`src/rtl/hazard_stall_if.sv`:
```
// Handshake bundle between the pipeline stages and the hazard/stall controller.
//   master : pipeline side - drives register IDs, load/branch/memory status,
//            observes the stall/flush controls and the counters.
//   slave  : controller side - the mirror image.
// Signals:
//   rs1_rr, rs2_rr, use_rs2_rr : source operands of the RR-stage instruction
//   rd_ex, memread_ex          : destination / load flag of the EX-stage instruction
//   branch_taken_ex            : branch or jump resolved taken in EX
//   mem_req_mem, mem_ready     : data-memory access handshake of the MEM stage
//   pc_en, ifrr_en, ifrr_flush, rrex_bubble, stall_all : pipeline controls
//   mem_err                    : sticky memory-timeout flag
//   stall_cnt, flush_cnt       : saturating performance counters
interface hazard_stall_if #(
  parameter int unsigned CNT_W = 16
);
  logic [4:0]       rs1_rr;
  logic [4:0]       rs2_rr;
  logic             use_rs2_rr;
  logic [4:0]       rd_ex;
  logic             memread_ex;
  logic             branch_taken_ex;
  logic             mem_req_mem;
  logic             mem_ready;
  logic             pc_en;
  logic             ifrr_en;
  logic             ifrr_flush;
  logic             rrex_bubble;
  logic             stall_all;
  logic             mem_err;
  logic [CNT_W-1:0] stall_cnt;
  logic [CNT_W-1:0] flush_cnt;

  modport master (
    output rs1_rr, rs2_rr, use_rs2_rr, rd_ex, memread_ex, branch_taken_ex,
           mem_req_mem, mem_ready,
    input  pc_en, ifrr_en, ifrr_flush, rrex_bubble, stall_all, mem_err,
           stall_cnt, flush_cnt
  );

  modport slave (
    input  rs1_rr, rs2_rr, use_rs2_rr, rd_ex, memread_ex, branch_taken_ex,
           mem_req_mem, mem_ready,
    output pc_en, ifrr_en, ifrr_flush, rrex_bubble, stall_all, mem_err,
           stall_cnt, flush_cnt
  );
endinterface

```
`src/rtl/hazard_stall_ctrl.sv`:
```
// Stall side of the bypass network for the 5-stage core. Holds the front of
// the pipeline on load-use hazards, squashes IF/RR on taken branches and
// freezes the back end while data memory is waiting (with a timeout that
// parks the controller in an absorbing error state).
// Ports:
//   clk   : pipeline clock, rising edge
//   rst_n : asynchronous active-low reset
//   hs    : hazard_stall_if slave modport (see interface for signal list)
// Parameters:
//   TIMEOUT_CYC : maximum consecutive memory-wait cycles (2..255)
//   CNT_W       : width of the saturating performance counters
module hazard_stall_ctrl #(
  parameter int unsigned TIMEOUT_CYC = 64,
  parameter int unsigned CNT_W       = 16
) (
  input  logic           clk,
  input  logic           rst_n,
  hazard_stall_if.slave  hs
);

  typedef enum logic [1:0] {
    ST_RUN  = 2'd0,
    ST_WAIT = 2'd1,
    ST_ERR  = 2'd2
  } state_e;

  state_e           state_q, state_d;
  logic [7:0]       wait_q, wait_d;
  logic [CNT_W-1:0] stall_cnt_q, stall_cnt_d;
  logic [CNT_W-1:0] flush_cnt_q, flush_cnt_d;
  logic             mem_err_q;

  logic             lu;
  logic             mem_stall;
  logic             freeze;
  logic             lu_stall;
  logic             flush_act;

  // Load-use detection; x0 never carries a real dependency.
  assign lu = hs.memread_ex && (hs.rd_ex != 5'd0) &&
              ((hs.rs1_rr == hs.rd_ex) ||
               (hs.use_rs2_rr && (hs.rs2_rr == hs.rd_ex)));

  assign mem_stall = hs.mem_req_mem && !hs.mem_ready;

  // State register and sequential bookkeeping
  always_ff @(posedge clk or negedge rst_n) begin
    if (!rst_n) begin
      state_q     <= ST_RUN;
      wait_q      <= '0;
      stall_cnt_q <= '0;
      flush_cnt_q <= '0;
      mem_err_q   <= 1'b0;
    end else begin
      state_q     <= state_d;
      wait_q      <= wait_d;
      stall_cnt_q <= stall_cnt_d;
      flush_cnt_q <= flush_cnt_d;
      // Flag follows the state being entered so it rises on the same edge.
      mem_err_q   <= (state_d == ST_ERR);
    end
  end

  // Next-state logic
  always_comb begin
    state_d = state_q;
    wait_d  = '0;
    unique case (state_q)
      ST_RUN: begin
        if (mem_stall) state_d = ST_WAIT;
      end
      ST_WAIT: begin
        if (hs.mem_ready) begin
          state_d = ST_RUN;
        end else if (wait_q == 8'(TIMEOUT_CYC - 1)) begin
          state_d = ST_ERR;
        end else begin
          wait_d = wait_q + 8'd1;
        end
      end
      ST_ERR: begin
        state_d = ST_ERR;
      end
      default: begin
        state_d = ST_RUN;
      end
    endcase
  end

  // Output logic: freeze > branch flush > load-use > run
  always_comb begin
    freeze         = (state_q == ST_ERR) || mem_stall;
    lu_stall       = 1'b0;
    flush_act      = 1'b0;
    hs.pc_en       = 1'b1;
    hs.ifrr_en     = 1'b1;
    hs.ifrr_flush  = 1'b0;
    hs.rrex_bubble = 1'b0;
    hs.stall_all   = 1'b0;
    if (freeze) begin
      // Pending branch/load-use stay put and are re-evaluated afterwards.
      hs.stall_all = 1'b1;
      hs.pc_en     = 1'b0;
      hs.ifrr_en   = 1'b0;
    end else if (hs.branch_taken_ex) begin
      // Flush wins over load-use: the consumer is being squashed anyway.
      flush_act      = 1'b1;
      hs.ifrr_flush  = 1'b1;
      hs.rrex_bubble = 1'b1;
    end else if (lu) begin
      lu_stall       = 1'b1;
      hs.pc_en       = 1'b0;
      hs.ifrr_en     = 1'b0;
      hs.rrex_bubble = 1'b1;
    end
  end

  // Saturating performance counters
  always_comb begin
    stall_cnt_d = stall_cnt_q;
    flush_cnt_d = flush_cnt_q;
    if ((freeze || lu_stall) && (stall_cnt_q != '1)) begin
      stall_cnt_d = stall_cnt_q + 1'b1;
    end
    if (flush_act && (flush_cnt_q != '1)) begin
      flush_cnt_d = flush_cnt_q + 1'b1;
    end
  end

  assign hs.mem_err   = mem_err_q;
  assign hs.stall_cnt = stall_cnt_q;
  assign hs.flush_cnt = flush_cnt_q;

endmodule

```
`src/flat_wrapper.sv`:
```
// flat-port wrapper written by rule: the top's interface ports become plain ports
module hazard_stall_ctrl_flat 
#(
  parameter int unsigned TIMEOUT_CYC = 64,
  parameter int unsigned CNT_W       = 16
)
  (clk, rst_n, hs_rs1_rr, hs_rs2_rr, hs_use_rs2_rr, hs_rd_ex, hs_memread_ex, hs_branch_taken_ex, hs_mem_req_mem, hs_mem_ready, hs_pc_en, hs_ifrr_en, hs_ifrr_flush, hs_rrex_bubble, hs_stall_all, hs_mem_err, hs_stall_cnt, hs_flush_cnt);
  hazard_stall_if #(.CNT_W(CNT_W)) hs_i ();
  input  logic clk;
  input  logic rst_n;
  input wire logic [$bits(hs_i.rs1_rr)-1:0] hs_rs1_rr;
  input wire logic [$bits(hs_i.rs2_rr)-1:0] hs_rs2_rr;
  input wire logic [$bits(hs_i.use_rs2_rr)-1:0] hs_use_rs2_rr;
  input wire logic [$bits(hs_i.rd_ex)-1:0] hs_rd_ex;
  input wire logic [$bits(hs_i.memread_ex)-1:0] hs_memread_ex;
  input wire logic [$bits(hs_i.branch_taken_ex)-1:0] hs_branch_taken_ex;
  input wire logic [$bits(hs_i.mem_req_mem)-1:0] hs_mem_req_mem;
  input wire logic [$bits(hs_i.mem_ready)-1:0] hs_mem_ready;
  output wire logic [$bits(hs_i.pc_en)-1:0] hs_pc_en;
  output wire logic [$bits(hs_i.ifrr_en)-1:0] hs_ifrr_en;
  output wire logic [$bits(hs_i.ifrr_flush)-1:0] hs_ifrr_flush;
  output wire logic [$bits(hs_i.rrex_bubble)-1:0] hs_rrex_bubble;
  output wire logic [$bits(hs_i.stall_all)-1:0] hs_stall_all;
  output wire logic [$bits(hs_i.mem_err)-1:0] hs_mem_err;
  output wire logic [$bits(hs_i.stall_cnt)-1:0] hs_stall_cnt;
  output wire logic [$bits(hs_i.flush_cnt)-1:0] hs_flush_cnt;
  assign hs_i.rs1_rr = hs_rs1_rr;
  assign hs_i.rs2_rr = hs_rs2_rr;
  assign hs_i.use_rs2_rr = hs_use_rs2_rr;
  assign hs_i.rd_ex = hs_rd_ex;
  assign hs_i.memread_ex = hs_memread_ex;
  assign hs_i.branch_taken_ex = hs_branch_taken_ex;
  assign hs_i.mem_req_mem = hs_mem_req_mem;
  assign hs_i.mem_ready = hs_mem_ready;
  assign hs_pc_en = hs_i.pc_en;
  assign hs_ifrr_en = hs_i.ifrr_en;
  assign hs_ifrr_flush = hs_i.ifrr_flush;
  assign hs_rrex_bubble = hs_i.rrex_bubble;
  assign hs_stall_all = hs_i.stall_all;
  assign hs_mem_err = hs_i.mem_err;
  assign hs_stall_cnt = hs_i.stall_cnt;
  assign hs_flush_cnt = hs_i.flush_cnt;
  hazard_stall_ctrl #(.TIMEOUT_CYC(TIMEOUT_CYC), .CNT_W(CNT_W)) u_core (.clk(clk), .rst_n(rst_n), .hs(hs_i));
endmodule
```
`config.mk`:
```
export PLATFORM = sky130hd
export DESIGN_NAME = hazard_stall_ctrl_flat
export DESIGN_NICKNAME = d
export VERILOG_FILES = /design/src/rtl/hazard_stall_if.sv /design/src/rtl/hazard_stall_ctrl.sv /design/src/flat_wrapper.sv
export SDC_FILE = /design/constraint.sdc
export NUM_CORES = 1
export LEC_CHECK = 0
export BUFFER_PORTS_ARGS = -buffer_cell sky130_fd_sc_hd__buf_2
export CORE_ASPECT_RATIO = 0.8
export CORE_MARGIN = 2
export CORE_UTILIZATION = 47
export DETAILED_ROUTE_END_ITERATION = 10
export HOLD_SLACK_MARGIN = 0.06
export PLACE_DENSITY = 0.78
export SYNTH_ARGS = -nofsm -noshare
export SYNTH_HDL_FRONTEND = slang
export SYNTH_SLANG_ARGS = --single-unit
```
`constraint.sdc`:
```
create_clock -name clk -period 2.15 [get_ports clk]
set_clock_uncertainty 0.2 [all_clocks]
set_input_delay 0.1075 -clock clk [delete_from_list [all_inputs] [get_ports clk]]
set_output_delay 0.1075 -clock clk [all_outputs]
set_load 0.05 [all_outputs]
```
Word level (Yosys, flattened, before mapping)
Index checks and enable logic that the tools add are counted.
Storage, ports and cells
  register bits after elaboration: 43
  input port bits: 22
  output and inout bits: 38
  word-level logic and storage cells: 46
Cells by class
  add/sub/neg operators: 3
  equal/unequal tests: 8
  muxes and demuxes: 18
  reduce and logical (&&, ||, !) cells: 12
Operator list (number)
  adder 16 x 1 -> 16 bit (second input constant): 2
  inequality test 16 bit (second input constant): 2
  two-way mux 8 bit: 3
  two-way mux 1 bit: 11
  == test 5 bit: 2
  adder 8 x 1 -> 8 bit (second input constant): 1
  == test 8 x 6 -> 1 bit (second input constant): 1
  logical AND 1 bit: 6
  two-way mux 2 bit: 3
  case mux 2 bit (3 select lines): 1
  nonzero test 5 bit: 1
  == test 2 bit (second input constant): 2
  logical OR 1 bit: 3
  == test 2 x 1 -> 1 bit (second input constant): 1
  zero test 2 bit: 1
  zero test 1 bit: 1

Longest topological paths before layout
Gate-level depths: netlist of run 1.
  depth after elaboration: 9
  mapped depth: 8
  gate-level depth less buffers: 7

Worst setup path before layout of run 1
Ideal clock, no wire load.
  path type: reg2reg
  start: reg u_core.flush_cnt_q[4], in the netlist u_core.hs.flush_cnt[4]
  end: reg u_core.flush_cnt_q[1], in the netlist u_core.hs.flush_cnt[1]
  setup time: 128 ps
  arrival: 2064 ps
  required time: 1822 ps
  path slack: -241 ps
  stages on the path, launching flop included: 7
  path buffers: 0
  period minus slack after synthesis: 2391 ps
  path through: dfrtp_1 > nand4_1 > nor4_2 > and2_2 > nand2b_2 > and2_1 > mux2_1
On the way
  word-level cells in the longest chain between the ends: 2
Ends and longest elaborated chain
  from (decl): line hazard_stall_ctrl.sv:30  | logic [CNT_W-1:0] flush_cnt_q, flush_cnt_d;
  from (signal assigned): line hazard_stall_ctrl.sv:58  | flush_cnt_q <= flush_cnt_d;
  inequality test 16 bit: line hazard_stall_ctrl.sv:125  | if (flush_act && (flush_cnt_q != '1)) begin
  logical AND 1 bit: line hazard_stall_ctrl.sv:125
Every way passes these cells.
A chain may end at the register's enable or synchronous reset.

Worst setup path in the final report of run 1
Ends and elaborated chain as after synthesis.

==> metrics.log, run 1 <==
[metrics] outcome: completed
[metrics] first drt pass iteration count: 4
[metrics] final-report setup violation count: 0
[metrics] clock insertion delay at the later pin of the skew report: roughly 0.3 ns
[metrics] cell internal power dissipation: 0.00155 W
[metrics] number of post-CTS setup repair buffers: 0
[metrics] required time at the endpoint of the critical path: 2.13 ns
[metrics] number of global-route vias before repair: 1,731
[metrics] final hold violation count: 0
[metrics] number of H-tree branching levels: 2
[metrics] max-cap viol count: 0
[metrics] Post-Route Hold Slack: 0.154 ns
[metrics] I/O pin total: 60
[metrics] count of nets left with antenna violations after detail routing: 0
[metrics] placed inst area: 0.00256 mm²
[metrics] global-route wire length before repair: about 8 mm
[metrics] Tightest Pin Transition: 0.486 ns
[metrics] maximum fanout along the worst path: 6
[metrics] flops & latches, synth: 43
[metrics] period utilisation layout: 0.974
[metrics] number of CTS-inserted buffers: 5
[metrics] most frequently used flop master after synthesis: sky130_fd_sc_hd__dfrtp_1
[metrics] number of warnings issued by yosys: 0
[metrics] CTS tree: built
[metrics] number of enable-type register cells in the synthesized netlist: 0
[metrics] cells after synthesis: approximately 200
[metrics] Starting DRT DRC Count: around 110
[metrics] Post-Route WL: roughly 4.6 mm
[metrics] proportion of netlist area held by the largest area contributor: 0.502
[metrics] cell area after synthesis: about 0.0021 mm²
[metrics] combinational cell fraction of total power: 0.333
[metrics] largest area contributor in the netlist: sky130_fd_sc_hd__dfrtp_1
[metrics] Peak VDD IR: 0.735 mV
[metrics] fraction of layout instances using a drive strength above 1: 0.332
[metrics] vertical die dimension: about 64 µm
[metrics] data arrival time of the worst path: a little over 2 ns
[metrics] kind of start point of the critical path: flop
[metrics] Ant. Diodes: 0
[metrics] clock root buffer master: sky130_fd_sc_hd__clkbuf_8
[metrics] sequential share of power: 0.420
[metrics] average wire length per cell after detail routing: 13.7 µm
[metrics] buffers from clock root to sink, at most: 2
[metrics] placer congestion estimate: around 0.8
[metrics] net load switching power: roughly 0.0010 W
[metrics] detailed-placement wirelength estimate: 3.32 mm
[metrics] Final Max Tran Viols: 0
[metrics] power per unit of standard cell area: ~950 mW/mm²
[metrics] post-synthesis area per instance: between 10 and 15 µm²
[metrics] ranking of synthesized cells by area: sky130_fd_sc_hd__dfrtp_1, sky130_fd_sc_hd__xnor2_1, sky130_fd_sc_hd__xor2_1, sky130_fd_sc_hd__nand3_1, sky130_fd_sc_hd__and3_1
[metrics] total of fill cells in the finished design: around 360
[metrics] Crit. End Element: flop
[metrics] area used by sequential logic in the layout: around 0.0011 mm²
[metrics] average vias per placed instance: about 5.2
[metrics] number of antenna violations at the first check in global routing: 0
[metrics] die extent in x: slightly below 80 µm
[metrics] Num Clock Sinks: 43
[metrics] detailed-route DRC error count: 0
[metrics] setup slack of the critical path after layout: around 0.056 ns
[metrics] pin count of the biggest net entering global routing: 44
[metrics] Total GRT Usage: 0.195
[metrics] standard-cell row count: 21
[metrics] P_leak: roughly 1.3 nW
[metrics] core area: 0.00428 mm²
[metrics] Max Clk Rate: about 480 MHz
[metrics] final net count: approximately 300
[metrics] remaining global-route overflow: 0
[metrics] number of distinct library cell variants in the gate-level netlist after synthesis: 39
[metrics] number of nets produced by synthesis: about 230
[metrics] HP Class: in2reg
[metrics] non-filler instance count after layout: approximately 330
[metrics] count of input and output buffers: just under 60
[metrics] setup repair after global routing missed its margin: yes
[metrics] final core utilization: 0.639
[metrics] worst r2r path cells: 6
[metrics] pre-CTS WS: about 0.092 ns
[metrics] proportion of synthesized chip area in sequential cells: 0.502
[metrics] fin crit period: between 2 and 2.5 ns
[metrics] clock transition at the registers of the reported paths: approximately 0.080 ns
[metrics] Area Growth Syn to Fin: 27.7%
[metrics] Die Area: 0.00512 mm²
[metrics] via count: roughly 1,700
[metrics] proportion of total power due to net switching: 0.403
[metrics] share of power burned in the clock network: 0.247
[metrics] Slew headroom: 0.668
[metrics] starting density of the core: 0.501
[metrics] area of combinational cells with multiple inputs: approximately 0.0010 mm²
[metrics] cell depth of the worst hold path: 5
[metrics] category of the most critical setup path: reg2reg
[metrics] post-route standard cell area excluding fillers: between 0.002 and 0.003 mm²
[metrics] proportion of register bits with asynchronous set or reset after synthesis: 1.00
[metrics] number of cells after detailed placement: ~320
-- worst max-delay path, cell delays in order, from the launching register on --
cell	delay (ns)
sky130_fd_sc_hd__dfrtp_2	0.42
sky130_fd_sc_hd__nand4_1	0.19
sky130_fd_sc_hd__nor4_4	0.36
sky130_fd_sc_hd__and2_2	0.25
sky130_fd_sc_hd__nand2b_2	0.07
sky130_fd_sc_hd__and2_1	0.18
sky130_fd_sc_hd__mux2_1	0.31
-- timing repair --
item                                   4_1_cts  5_1_grt
gates resized for setup                      0        3
setup endpoints to repair                    0        3
endpoints found under the hold margin       52        0
hold buffers                                 4        0
-- routing by layer --
metal / track usage / vias up / routed length, µm
li1: - / 855 / -
met1: 0.271 / 835 / 2190
met2: 0.294 / 49 / 2120
met3: 0.0529 / 5 / 241
met4: 0.0690 / 0 / 40
met5: 0 / - / 0
-- through the flow --
step,setup TNS [ns],total power (W)
2_1_floorplan,-0.0834,0.00172
3_3_place_gp,0,0.00194
3_5_place_dp,0,0.00196
4_1_cts,0,0.00262
5_1_grt,-0.0429,0.00273
6_report,0,0.00260
-- synthesized netlist by cell type, types with 3 or more instances --
master / count
sky130_fd_sc_hd__ha_1: 3
sky130_fd_sc_hd__nand3_1: 20
sky130_fd_sc_hd__nor2_1: 15
sky130_fd_sc_hd__xor2_1: 17
sky130_fd_sc_hd__and3_1: 15
sky130_fd_sc_hd__inv_1: 5
sky130_fd_sc_hd__nand4_1: 11
sky130_fd_sc_hd__dfrtp_1: 43
sky130_fd_sc_hd__xnor2_1: 25
sky130_fd_sc_hd__nand2_1: 5
sky130_fd_sc_hd__a21oi_1: 5
-- registers in the layout (all words and copies together) (netlist names) --
name	cells
u_core.hs.stall_cnt	16
u_core.hs.mem_err	1
u_core.state_q	2
u_core.hs.flush_cnt	16
u_core.wait_q	8
-- worst paths after layout --
path,start,end,slack [ns]
max,u_core.hs.flush_cnt[4],u_core.hs.flush_cnt[1],0.06
min,hs_memread_ex,u_core.hs.stall_cnt[0],0.15
max reg2reg,u_core.hs.flush_cnt[4],u_core.hs.flush_cnt[1],0.06
min reg2reg,u_core.hs.stall_cnt[9],u_core.hs.stall_cnt[9],0.28
max in group asynchronous,rst_n,u_core.hs.flush_cnt[4],1.16
min in group asynchronous,rst_n,u_core.hs.stall_cnt[7],0.20
-- cells by family (layout without fill, tap and decap cells) --
| group | count (synthesis) | in the layout | share of synthesized area |
|---|---|---|---|
| xor gates and xnor gates | 42 | 42 | 0.172 |
| buffers and inverters | 10 | 86 | 0.0228 |
| muxes | 3 | 3 | 0.0152 |
| DFF | 43 | 43 | 0.502 |
| adders and majority gates | 3 | 3 | 0.0175 |
| AOI/OAI and AO/OA | 15 | 15 | 0.0519 |
| and+or+nand+nor | 85 | 85 | 0.219 |
-- placed cells by master (no fill, tap or decap), types with 2 or more instances in the layout --
| cell | instances |
|---|---|
| sky130_fd_sc_hd__a21oi_1 | 5 |
| sky130_fd_sc_hd__and2_1 | 2 |
| sky130_fd_sc_hd__and3_1 | 15 |
| sky130_fd_sc_hd__and4_1 | 2 |
| sky130_fd_sc_hd__buf_2 | 59 |
| sky130_fd_sc_hd__buf_4 | 8 |
| sky130_fd_sc_hd__clkbuf_8 | 6 |
| sky130_fd_sc_hd__dfrtp_1 | 35 |
| sky130_fd_sc_hd__dfrtp_2 | 8 |
| sky130_fd_sc_hd__dlygate4sd3_1 | 4 |
| sky130_fd_sc_hd__ha_1 | 3 |
| sky130_fd_sc_hd__inv_1 | 5 |
| sky130_fd_sc_hd__mux2_1 | 2 |
| sky130_fd_sc_hd__nand2_1 | 5 |
| sky130_fd_sc_hd__nand3_1 | 20 |
| sky130_fd_sc_hd__nand4_1 | 11 |
| sky130_fd_sc_hd__nor2_1 | 15 |
| sky130_fd_sc_hd__nor2b_1 | 2 |
| sky130_fd_sc_hd__nor3_1 | 2 |
| sky130_fd_sc_hd__o21ai_0 | 2 |
| sky130_fd_sc_hd__or3_1 | 2 |
| sky130_fd_sc_hd__xnor2_1 | 25 |
| sky130_fd_sc_hd__xor2_1 | 17 |
-- power groups by stage --
stage | logic, W | clock network, W | registers, W
floorplan | 0.000249 | 0 | 0.00147
global placement | 0.000851 | 0 | 0.00109
detailed placement | 0.000864 | 0 | 0.00110
CTS | 0.000873 | 0.000655 | 0.00109
global route | 0.000923 | 0.000694 | 0.00111
finish | 0.000868 | 0.000643 | 0.00109
-- area by class of cell --
type                            count  area share
Clock inverter                      2      0.0128
Multi-Input combinational cell    148       0.378
Clock buffer                        6      0.0302
Sequential cell                    43       0.397
Timing Repair Buffer               72       0.148
Tap cell                           57      0.0260
Inverter                            6     0.00822
(Power assumes the default switching activity.)
==> run 2: changes to the inputs <==
--- a/config.mk
+++ b/config.mk
@@ -11,7 +11,7 @@
 export CORE_UTILIZATION = 47
 export DETAILED_ROUTE_END_ITERATION = 10
 export HOLD_SLACK_MARGIN = 0.06
-export PLACE_DENSITY = 0.78
+export PLACE_DENSITY = 0.76
 export SYNTH_ARGS = -nofsm -noshare
 export SYNTH_HDL_FRONTEND = slang
 export SYNTH_SLANG_ARGS = --single-unit
==> metrics.log, run 2 (synthesized netlist as in run 1, its figures left out) <==
[metrics] fraction of layout instances using a drive strength above 1: 0.322
[metrics] outcome: completed
[metrics] Starting DRT DRC Count: 97
[metrics] worst hold start: hs_memread_ex
[metrics] Area Growth Syn to Fin: 25.4%
[metrics] remaining global-route overflow: 0
[metrics] setup slack of the critical path after layout: 0.129 ns
[metrics] core area: roughly 0.0043 mm²
[metrics] via count: 1,734
[metrics] Post-Route WL: approximately 4.3 mm
[metrics] global-route wire length before repair: just under 8 mm
[metrics] pre-CTS WS: between 0.1 and 0.15 ns
[metrics] detailed-placement wirelength estimate: 3.18 mm
[metrics] average vias per placed instance: between 5 and 6
[metrics] period utilisation layout: 0.940
[metrics] count of input and output buffers: between 50 and 60
[metrics] data arrival time of the worst path: 1.71 ns
[metrics] setup repair after global routing missed its margin: no
[metrics] P_leak: about 1.3 nW
[metrics] fin crit period: approximately 2.0 ns
[metrics] die extent in x: 79.5 µm
[metrics] standard-cell row count: 21
[metrics] chain of cells forming the critical path: nand2b_1 -> o21a_1 -> buf_4 -> o31ai_4 -> buf_6 -> inv_1 -> buf_2
[metrics] Final Max Tran Viols: 0
[metrics] total of fill cells in the finished design: approximately 360
[metrics] Ant. Diodes: 0
[metrics] final hold violation count: 0
[metrics] Peak VDD IR: approximately 0.69 mV
[metrics] HP Class: in2reg
[metrics] number of H-tree branching levels: 2
[metrics] most common cell after layout, fill and taps aside: sky130_fd_sc_hd__buf_2
[metrics] placer congestion estimate: a little over 0.8
[metrics] clock insertion delay at the later pin of the skew report: between 0.2 and 0.3 ns
[metrics] buffers from clock root to sink, at most: 2
[metrics] category of the most critical setup path: reg2out
[metrics] average wire length per cell after detail routing: around 13 µm
[metrics] clock transition at the registers of the reported paths: ~0.070 ns
[metrics] number of CTS-inserted buffers: 5
[metrics] Largest stage delay, worst path: approximately 0.42 ns
[metrics] standard cell with the maximum stage delay on the critical path: sky130_fd_sc_hd__dfrtp_1
[metrics] count of nets left with antenna violations after detail routing: 0
[metrics] crit-path leading delay family: buffers and inverters
[metrics] first drt pass iteration count: 4
[metrics] starting density of the core: 0.501
[metrics] pin count of the biggest net entering global routing: 44
[metrics] detailed-route DRC error count: 0
[metrics] Max Clk Rate: between 400 and 500 MHz
[metrics] power per unit of standard cell area: around 900 mW/mm²
[metrics] Tightest Pin Transition: around 0.52 ns
[metrics] CP bufs+invs: 4
[metrics] Die Area: between 0.005 and 0.006 mm²
[metrics] Slew headroom: 0.655
[metrics] number of post-CTS setup repair buffers: 0
[metrics] I/O pin total: 60
[metrics] CTS tree: built
[metrics] Total GRT Usage: 0.192
[metrics] Num Clock Sinks: 43
[metrics] worst setup path startpoint: u_core.state_q[0]
[metrics] final net count: ~300
[metrics] worst reg2reg path startpoint: u_core.hs.flush_cnt[4]
[metrics] vertical die dimension: 64.4 µm
[metrics] clock root buffer master: sky130_fd_sc_hd__clkbuf_8
[metrics] number of antenna violations at the first check in global routing: 0
[metrics] maximum fanout along the worst path: 15
[metrics] Crit. End Element: output pin
[metrics] number of global-route vias before repair: approximately 1,700
[metrics] most used cells in the layout excluding fill and tap cells: sky130_fd_sc_hd__buf_2, sky130_fd_sc_hd__dfrtp_1, sky130_fd_sc_hd__xnor2_1
[metrics] kind of start point of the critical path: flop
[metrics] max-cap viol count: 0
[metrics] Post-Route Hold Slack: ~0.13 ns
[metrics] final-report setup violation count: 0
[metrics] required time at the endpoint of the critical path: 1.84 ns
[run 2: worst paths after layout]
path	endpoint	slack (ns)	cells past startpoint
hold / removal	u_core.hs.stall_cnt[0]	0.13	5
min in group asynchronous	u_core.state_q[1]	0.21	3
max in group asynchronous	u_core.hs.flush_cnt[5]	1.15	3
hold reg to reg	u_core.hs.stall_cnt[9]	0.28	1
setup / recovery	hs_ifrr_en	0.13	7
setup reg to reg	u_core.hs.flush_cnt[1]	0.13	6
[run 2: metal layers]
metal	vias to the layer above	track usage	routed length, µm
li1	857	-	-
met1	817	0.277	2120
met2	50	0.284	1870
met3	10	0.0474	229
met4	0	0.0647	60
met5	-	0	0
[run 2: worst reg2reg max path: cells and delay by family, from the launching register on]
| family | cells | cell delay [ns] |
|---|---|---|
| simple gates | 5 | 0.99 |
| flops | 1 | 0.41 |
| mux | 1 | 0.30 |
[run 2: power breakdown]
part,internal [W],leakage [nW],total [W],switching [W]
Combinational,0.000243,0.721,0.000866,0.000623
Sequential,0.000937,0.554,0.00108,0.000144
Clock,0.000223,0.0383,0.000463,0.000239
Total,0.00140,1.31,0.00241,0.00101
[run 2: timing repair]
action / CTS / global route
setup endpoints to repair: 0 / 3
hold endpoints to repair: 51 / 0
resized for setup: 0 / 2
hold buffers: 4 / 0
[run 2: final cells by class]
| class | instances | area, µm² | share of cell area |
|---|---|---|---|
| multi-input cells | 148 | 1030 | 0.382 |
| inverters | 6 | 22.5 | 0.00838 |
| clock buffers | 7 | 76.3 | 0.0284 |
| well taps | 57 | 71.3 | 0.0265 |
| repair buffers | 72 | 407 | 0.151 |
| flip-flops and latches | 43 | 1090 | 0.404 |
[run 2: per-stage QoR]
| stage | power [W] | area (µm²) | std cells | setup TNS (ns) | util |
|---|---|---|---|---|---|
| global route | 0.00256 | 2690 | 333 | 0 | 0.628 |
| floorplan | 0.00172 | 2160 | 201 | -0.0834 | - |
| detailed placement | 0.00196 | 2560 | 322 | 0 | 0.598 |
| CTS | 0.00243 | 2680 | 333 | 0 | 0.625 |
| finish | 0.00241 | 2690 | 333 | 0 | 0.628 |
| global placement | 0.00194 | 2560 | 322 | 0 | 0.598 |
